### config.mk
export PLATFORM = sky130hd
export DESIGN_NAME = pgnt_arbiter
export DESIGN_NICKNAME = d
export VERILOG_FILES = /design/src/rtl/pgnt_arb_pkg.sv /design/src/rtl/pgnt_rr_pick.sv /design/src/rtl/pgnt_arbiter.sv
export SDC_FILE = /design/constraint.sdc
export NUM_CORES = 1
export LEC_CHECK = 0
export CELL_PAD_IN_SITES_DETAIL_PLACEMENT = 1
export CELL_PAD_IN_SITES_GLOBAL_PLACEMENT = 1
export CORE_AREA = 2 2 49 51
export DETAILED_ROUTE_END_ITERATION = 10
export DIE_AREA = 0 0 51 53
export PLACE_DENSITY = 0.87
export SLEW_MARGIN = 25
export SYNTH_ARGS = -nofsm -noshare
export SYNTH_HDL_FRONTEND = slang
export SYNTH_SLANG_ARGS = --single-unit
### constraint.sdc
create_clock -name pclk -period 3.4 [get_ports pclk]
set_input_delay 0.51 -clock pclk [delete_from_list [all_inputs] [get_ports pclk]]
set_output_delay 0.51 -clock pclk [all_outputs]
set_load 0.05 [all_outputs]
### src/rtl/pgnt_arb_pkg.sv
// rtl/pgnt_arb_pkg.sv - shared state encoding and default sizing for the grant arbiter
package pgnt_arb_pkg;

  typedef enum logic [1:0] {
    IDLE  = 2'd0,
    ARB   = 2'd1,
    GRANT = 2'd2
  } state_t;

  localparam int DEF_NREQ = 4;
  localparam int DEF_HOLD = 3;

endpackage

### src/rtl/pgnt_rr_pick.sv
// rtl/pgnt_rr_pick.sv - combinational round-robin winner selection
module pgnt_rr_pick
  import pgnt_arb_pkg::*;
#(
  parameter int NREQ = DEF_NREQ,
  localparam int IW  = $clog2(NREQ)
) (
  input  logic [NREQ-1:0] req,
  input  logic [IW-1:0]   last_winner,
  output logic [IW-1:0]   winner,
  output logic            valid
);

  logic [IW-1:0] idx;

  // Walk from farthest to nearest so the last hit is the one right after last_winner.
  always_comb begin
    winner = '0;
    valid  = 1'b0;
    idx    = '0;
    for (int off = NREQ; off >= 1; off--) begin
      idx = IW'((int'(last_winner) + off) % NREQ);
      if (req[idx]) begin
        winner = idx;
        valid  = 1'b1;
      end
    end
  end

endmodule

### src/rtl/pgnt_arbiter.sv
// rtl/pgnt_arbiter.sv - snapshot-based round-robin arbiter with fixed-length grants
module pgnt_arbiter
  import pgnt_arb_pkg::*;
#(
  parameter int NREQ = DEF_NREQ,
  parameter int HOLD = DEF_HOLD,
  localparam int IW  = $clog2(NREQ)
) (
  input  logic            pclk,
  input  logic            prst,
  input  logic [NREQ-1:0] preq,
  output logic [NREQ-1:0] pgnt,
  output logic            pbusy,
  output logic [IW-1:0]   pgnt_id
);

  state_t          state;
  logic [NREQ-1:0] snap;
  logic [3:0]      hold_cnt;
  logic [IW-1:0]   last_winner;
  logic [IW-1:0]   winner;
  logic            winner_ok;

  pgnt_rr_pick #(.NREQ(NREQ)) u_pick (
    .req         (snap),
    .last_winner (last_winner),
    .winner      (winner),
    .valid       (winner_ok)
  );

  always_ff @(posedge pclk or posedge prst) begin
    if (prst) begin
      state       <= IDLE;
      pgnt        <= '0;
      pbusy       <= 1'b0;
      pgnt_id     <= '0;
      snap        <= '0;
      hold_cnt    <= '0;
      last_winner <= IW'(NREQ - 1);
    end else begin
      case (state)
        IDLE: begin
          if (|preq) begin
            snap  <= preq;
            pbusy <= 1'b1;
            state <= ARB;
          end
        end
        ARB: begin
          if (winner_ok) begin
            pgnt         <= '0;
            pgnt[winner] <= 1'b1;
            pgnt_id      <= winner;
            last_winner  <= winner;
            hold_cnt     <= 4'(HOLD - 1);
            state        <= GRANT;
          end else begin
            pbusy <= 1'b0;
            state <= IDLE;
          end
        end
        GRANT: begin
          if (hold_cnt == 4'd0) begin
            pgnt <= '0;
            // Pending requests go straight back to arbitration without an idle cycle.
            if (|preq) begin
              snap  <= preq;
              state <= ARB;
            end else begin
              pbusy <= 1'b0;
              state <= IDLE;
            end
          end else begin
            hold_cnt <= hold_cnt - 4'd1;
          end
        end
        default: begin
          pgnt  <= '0;
          pbusy <= 1'b0;
          state <= IDLE;
        end
      endcase
    end
  end

endmodule
==> impl_metrics.json, run 1 <==
{
  "post_cts_buffers": 0,
  "clock-root-buffer": "clkbuf_4",
  "synthSimpleGateAreaFrac": 0.192,
  "stdcell_area_mm2": 0.00107,
  "synth_fa_ha_area_frac": 0.0279,
  "synthDistinctLibCells": 35,
  "drc": 0,
  "io_pins": 13,
  "startpoint_type": "register",
  "cts.repair.resized": 0,
  "avgSynthCellArea_um2": 10.7,
  "hold_depth": 2,
  "clock_skew_ps": 9.16,
  "chipWidth_um": 51,
  "dp_hpwl_um": 1520,
  "dpl_cell_area_mm2": 0.00104,
  "critPathArrivalTime_ps": 1510,
  "drt_first_pass_iters": 4,
  "start_util": 0.418,
  "grt_setup_unrepaired": "no",
  "path_buf_inv": 1,
  "cp_max_fo": 3,
  "synth_ff_type": "dfrtp_1",
  "synth_commonest_cells": "dfrtp_1 (17), nand2_1 (10), nor2_1 (7)",
  "grt_overflow": 0,
  "max_freq_ghz": 0.495,
  "clock_path_buffers": 2,
  "min_from": "pgnt_id[1]$_DFFE_PP0P_",
  "synth_xor_area_frac": 0.0195,
  "grt.total_usage": 0.167,
  "leakage_nw": 0.471,
  "syn_to_final_growth_pct": 19.0,
  "drv_slew": 0,
  "min_period_ps": 2020,
  "synth_top_family_by_area": "simple AND/OR/NAND/NOR gates",
  "clock_sinks": 19,
  "fin_util": 0.497,
  "core-area_mm2": 0.00215,
  "worstMarginPinSlew_ps": 713,
  "synth-compound-area-share": 0.159,
  "min_to": "pgnt_id[1]$_DFFE_PP0P_",
  "ys_top_cells_by_area": "dfrtp_1 (47%), dfstp_2 (5.9%), nand2_1 (4.2%)",
  "outcome": "complete, no violations",
  "slowest_delay_ps": 820,
  "place_congestion": 0.775,
  "muxShareOfSynthArea": 0.0363,
  "cap_violations": 0,
  "antenna_left": 0,
  "ys_warn_count": 0,
  "min_period_over_period": 0.594,
  "drt-total-wl_um": 1940,
  "rows": 17,
  "holdCritPathClass": "register to register",
  "worstReg2RegStart": "hold_cnt[0]$_DFFE_PP0P_",
  "critPathSlowestCell": "clkdlybuf4s50_1",
  "drive_gt1_frac": 0.122,
  "final_nets": 107,
  "clk_latency_ps": 300,
  "drt_iter0_drc": 11,
  "grt_max_degree": 20,
  "vdd.ir_drop.worst_v": 0.000425,
  "synth_top_area_cell": "dfrtp_1",
  "worst-r2r-cell-count": 7,
  "wl_per_cell_um": 15.4,
  "cp.required_ps": 2890,
  "synth_top_area_frac": 0.474,
  "path_clk_slew_ps": 110,
  "synth_area_um2": 897,
  "hold_violations": 0,
  "synth_seq_cells": 19,
  "synthArstFlopShare": 1.00,
  "cts_hold_buf": 0,
  "grt_pass1_vias": 750,
  "fill_cells": 243,
  "cpLargestDelayFamily": "buffers and inverters",
  "worstSetupEndpointType": "output port",
  "r2r_end": "snap[3]$_DFFE_PP0P_",
  "die_area_mm2": 0.00270,
  "synth-edff-count": 0,
  "synth_most_common_cell": "dfrtp_1",
  "path_cells": "clkdlybuf4s50_1",
  "ys_seq_area_frac": 0.533,
  "cts_tree": "built",
  "htreeDepth": 1,
  "port_buffers": 12,
  "final_cells": 126,
  "synthesis.nets": 92,
  "cts_buffers": 3,
  "grt_pass1_wl_um": 3280,
  "die_height_um": 53,
  "vias": 692,
  "rrSetupSlack_ps": 1430,
  "crit_type": "register to output port",
  "setup_violations": 0,
  "dp_cells": 122,
  "powerDensity_mw_per_mm2": 1040,
  "n_antenna_cell": 0,
  "detail_route.vias_per_cell": 5.49,
  "relSlewSlack": 0.524,
  "syn-instance-count": 84,
  "antenna_found_initial": 0,
  "finalSetupTns_ps": 0
}
[flip-flops by register name, indices dropped and copies added (netlist names)]
name	flops
snap	4
state	2
last_winner	2
pgnt	4
pbusy	1
hold_cnt	4
pgnt_id	2
[layer usage]
metal,up-vias,wire length (um),share of wire,global-route usage
met5,-,0,0,0
met4,0,36,0.019,0.0946
met3,4,51,0.026,0.0169
met2,14,1030,0.53,0.312
met1,349,824,0.42,0.183
li1,325,-,-,-
[cell usage in the layout (no fill, tap or decap), drive strengths merged, types with 2 or more instances in the layout]
cell type and instances:
inv 3, xor2 2, a21oi 6, dfstp 2, nand2 11, or2 3
o2bb2ai 3, clkdlybuf4s50 12, dfrtp 17, mux2 2, nand3 3, clkbuf 3
a22o 3, nor2 7, nor2b 3, clkinv 2, ha 2, nand2b 2
[area by class of cell]
class	count	area, um2	share of cell area
repair buffers	12	120	0.113
inverters	4	16.3	0.0152
clock buffers	3	22.5	0.0211
well taps	28	35.0	0.0328
clock inverters	1	5.00	0.00469
multi-input cells	59	390	0.366
flip-flops and latches	19	478	0.448
[power breakdown]
group | internal [W] | switching (W) | leakage [nW]
combinational | 0.000219 | 0.000345 | 0.221
sequential | 0.000334 | 0.000104 | 0.232
clock | 0.0000438 | 0.0000692 | 0.0177
total | 0.000597 | 0.000518 | 0.471
[per-stage QoR]
step | setup WS, ps | hold WS (ps) | power, W
4_1_cts | 1370 | 515 | 0.00112
2_1_floorplan | 1600 | 460 | 0.000850
6_report | 1380 | 511 | 0.00111
5_1_grt | 1320 | 549 | 0.00120
3_3_place_gp | 1350 | 470 | 0.000971
3_5_place_dp | 1280 | 490 | 0.00101
[cell families (layout without fill, tap and decap cells)]
family | after synthesis | count (layout)
buffers and inverters | 6 | 20
xor gates and xnor gates | 2 | 2
muxes | 3 | 3
adders and majority gates | 2 | 2
DFF | 19 | 19
AOI/OAI and AO/OA | 18 | 18
and+or+nand+nor | 34 | 34
[worst max path at each step]
stage | depth (start not counted) | endpoint | from
2_1_floorplan | 8 | snap[0]$_DFFE_PP0P_ | hold_cnt[0]$_DFFE_PP0P_
3_3_place_gp | 5 | snap[0]$_DFFE_PP0P_ | preq[3]
3_5_place_dp | 5 | snap[3]$_DFFE_PP0P_ | preq[3]
4_1_cts | 1 | pbusy | pbusy$_DFFE_PP0P_
5_1_grt | 1 | pbusy | pbusy$_DFFE_PP0P_
6_report | 1 | pbusy | pbusy$_DFFE_PP0P_
Power figures use the tool's default switching activity.
==> inputs of run 2 (changes only) <==
--- a/config.mk
+++ b/config.mk
@@ -7,10 +7,10 @@
 export LEC_CHECK = 0
 export CELL_PAD_IN_SITES_DETAIL_PLACEMENT = 1
 export CELL_PAD_IN_SITES_GLOBAL_PLACEMENT = 1
-export CORE_AREA = 2 2 49 51
+export CORE_AREA = 2 2 51 53
 export DETAILED_ROUTE_END_ITERATION = 10
-export DIE_AREA = 0 0 51 53
-export PLACE_DENSITY = 0.87
+export DIE_AREA = 0 0 53 55
+export PLACE_DENSITY = 0.81
 export SLEW_MARGIN = 25
 export SYNTH_ARGS = -nofsm -noshare
 export SYNTH_HDL_FRONTEND = slang
==> constraint.sdc (replaced) <==
create_clock -name pclk -period 2.09 [get_ports pclk]
set_input_delay 0.3135 -clock pclk [delete_from_list [all_inputs] [get_ports pclk]]
set_output_delay 0.3135 -clock pclk [all_outputs]
set_load 0.05 [all_outputs]
==> run 2 against run 1 <==
Compared with the run above:
- count of clock-buffer cells in the layout increased by 1
- final cell count increased by 1.6%
- global-route usage decreased by 1.9 points
- power increased by 62%
- die area increased by 7.8%
- critical path type is now register to register
- critical endpoint is now snap[0]$_DFFE_PP0P_
==> impl_metrics.json, run 2 (synthesis results as in run 1) <==
{
  "path_cells": "inv_1 -> ha_1 -> or3b_1 -> a21oi_4 -> nand2b_2 -> clkinv_2 -> mux2_1",
  "grtUsageMet2": 0.263,
  "clock_skew_ps": 2.77,
  "drt_iter0_drc": 7,
  "final_cells": 128,
  "worstMarginPinSlew_ps": 719,
  "n_antenna_cell": 0,
  "grt_setup_unrepaired": "no",
  "setup_violations": 0,
  "path_clk_slew_ps": 100,
  "grt_pass1_wl_um": 2990,
  "startpoint_type": "register",
  "rows": 18,
  "critPathSlowestCell": "or3b_1",
  "clock_sinks": 19,
  "fill_cells": 274,
  "drt_first_pass_iters": 4,
  "finalSetupTns_ps": 0,
  "grt_overflow": 0,
  "antenna_found_initial": 0,
  "switching_share": 0.459,
  "antenna_left": 0,
  "cp_max_fo": 6,
  "grt.total_usage": 0.148,
  "cts_tree": "built",
  "clock_path_buffers": 2,
  "syn_to_final_growth_pct": 19.1,
  "die_area_mm2": 0.00292,
  "internal_power_w": 0.000977,
  "path_buf_inv": 2,
  "place_congestion": 0.711,
  "vias": 676,
  "holdCritPathClass": "input pin to async pin",
  "pwr-share-comb": 0.503,
  "detail_route.vias_per_cell": 5.28,
  "slowest_delay_ps": 470,
  "final_nets": 107,
  "hold_violations": 0,
  "gr-usage-met1": 0.162,
  "relSlewSlack": 0.520,
  "post_cts_buffers": 0,
  "clk_latency_ps": 300,
  "outcome": "complete, no violations",
  "io_pins": 13,
  "busiest_layer": "met2",
  "port_buffers": 12,
  "powerDensity_mw_per_mm2": 1690,
  "reg_top3": "hold_cnt: 4 flops, pgnt: 4 flops, snap: 4 flops",
  "clock-root-buffer": "clkbuf_4",
  "cp.required_ps": 2280,
  "chipWidth_um": 53,
  "start_util": 0.379,
  "dp_hpwl_um": 1400,
  "power_frac_seq": 0.392,
  "wl_per_cell_um": 14.1,
  "dp_cells": 124,
  "p_switching_w": 0.000827,
  "pwr-share-clk": 0.104,
  "min_period_over_period": 0.928,
  "htreeDepth": 1,
  "final_common_cell": "dfrtp_1",
  "cts.repair.resized": 0,
  "grt_max_degree": 20,
  "drc": 0,
  "min_period_ps": 1940,
  "critPathArrivalTime_ps": 2130,
  "leakage_nw": 0.468,
  "core-area_mm2": 0.00236,
  "layout_common_cells": "dfrtp_1 (17), clkdlybuf4s50_1 (12), nand2_1 (10), nor2_1 (7), a21oi_1 (5)",
  "max_freq_ghz": 0.515,
  "crit_type": "register to register",
  "cts_buffers": 3,
  "met3_usage": 0.0323,
  "drv_slew": 0,
  "vdd.ir_drop.worst_v": 0.000710,
  "die_height_um": 55,
  "worstSetupEndpointType": "register",
  "grt_pass1_vias": 708,
  "cap_violations": 0,
  "cts_hold_buf": 0,
  "cpLargestDelayFamily": "simple AND/OR/NAND/NOR gates",
  "drt-total-wl_um": 1800,
  "drive_gt1_frac": 0.112
}
run 2: cell types whose count changed in the layout (fill, tap and decap cells not counted), sizes merged:
cell / delta
clkbuf: +1
clkinv: -1
run 2: area by class of cell:
type	instances	area, um2	area share
Multi-Input combinational cell	59	390	0.365
Clock buffer	4	26.3	0.0246
Inverter	4	16.3	0.0152
Tap cell	30	37.5	0.0351
Sequential cell	19	478	0.447
Timing Repair Buffer	12	120	0.112
run 2: final timing paths:
| check | endpoint | cells after the start | slack (ps) | startpoint |
|---|---|---|---|---|
| setup / recovery | snap[0]$_DFFE_PP0P_ | 7 | 150 | hold_cnt[0]$_DFFE_PP0P_ |
| hold / removal | hold_cnt[2]$_DFFE_PP0P_ | 2 | 420 | prst |
| setup reg to reg | snap[0]$_DFFE_PP0P_ | 7 | 150 | hold_cnt[0]$_DFFE_PP0P_ |
| hold reg to reg | pgnt_id[1]$_DFFE_PP0P_ | 2 | 500 | pgnt_id[1]$_DFFE_PP0P_ |
| max in group asynchronous | snap[0]$_DFFE_PP0P_ | 2 | 1220 | prst |
| min in group pclk | pgnt_id[1]$_DFFE_PP0P_ | 2 | 500 | pgnt_id[1]$_DFFE_PP0P_ |
run 2: layer usage:
metal  vias up  share of wire
li1        324              -
met1       332           0.45
met2        15           0.49
met3         5          0.031
met4         0          0.027
met5         -              0
run 2: power groups by stage:
stage	logic [W]	registers [W]	clock network, W
after floorplan	0.000559	0.000824	0
after global placement	0.000882	0.000705	0
after detailed placement	0.000925	0.000715	0
after CTS	0.000924	0.000711	0.000193
after global routing	0.00100	0.000734	0.000207
final	0.000908	0.000708	0.000188
run 2: stage by stage:
step | cell area, um2 | setup WS [ps] | total power, W | hold WS (ps) | utilization
2_1_floorplan | 897 | 288 | 0.00138 | 263 | -
5_1_grt | 1070 | 5.50 | 0.00194 | 487 | 0.452
6_report | 1070 | 150 | 0.00180 | 417 | 0.452
3_5_place_dp | 1040 | 143 | 0.00164 | 477 | 0.441
3_3_place_gp | 1040 | 197 | 0.00159 | 463 | 0.441
4_1_cts | 1070 | 130 | 0.00183 | 451 | 0.452
==> inputs of run 3 (changes only) <==
--- a/config.mk
+++ b/config.mk
@@ -10,6 +10,7 @@
 export CORE_AREA = 2 2 51 53
 export DETAILED_ROUTE_END_ITERATION = 10
 export DIE_AREA = 0 0 53 55
+export MAX_ROUTING_LAYER = met4
 export PLACE_DENSITY = 0.81
 export SLEW_MARGIN = 25
 export SYNTH_ARGS = -nofsm -noshare
==> results of run 3 <==
Final layout, timing and power as in run 2 (identical DEF).
Among the figures that moved: final weighted congestion in routability-driven placement 0.711 -> 0.719; via count of the first global-routing pass 708 -> 707; overall routing resource usage 0.148 -> 0.152
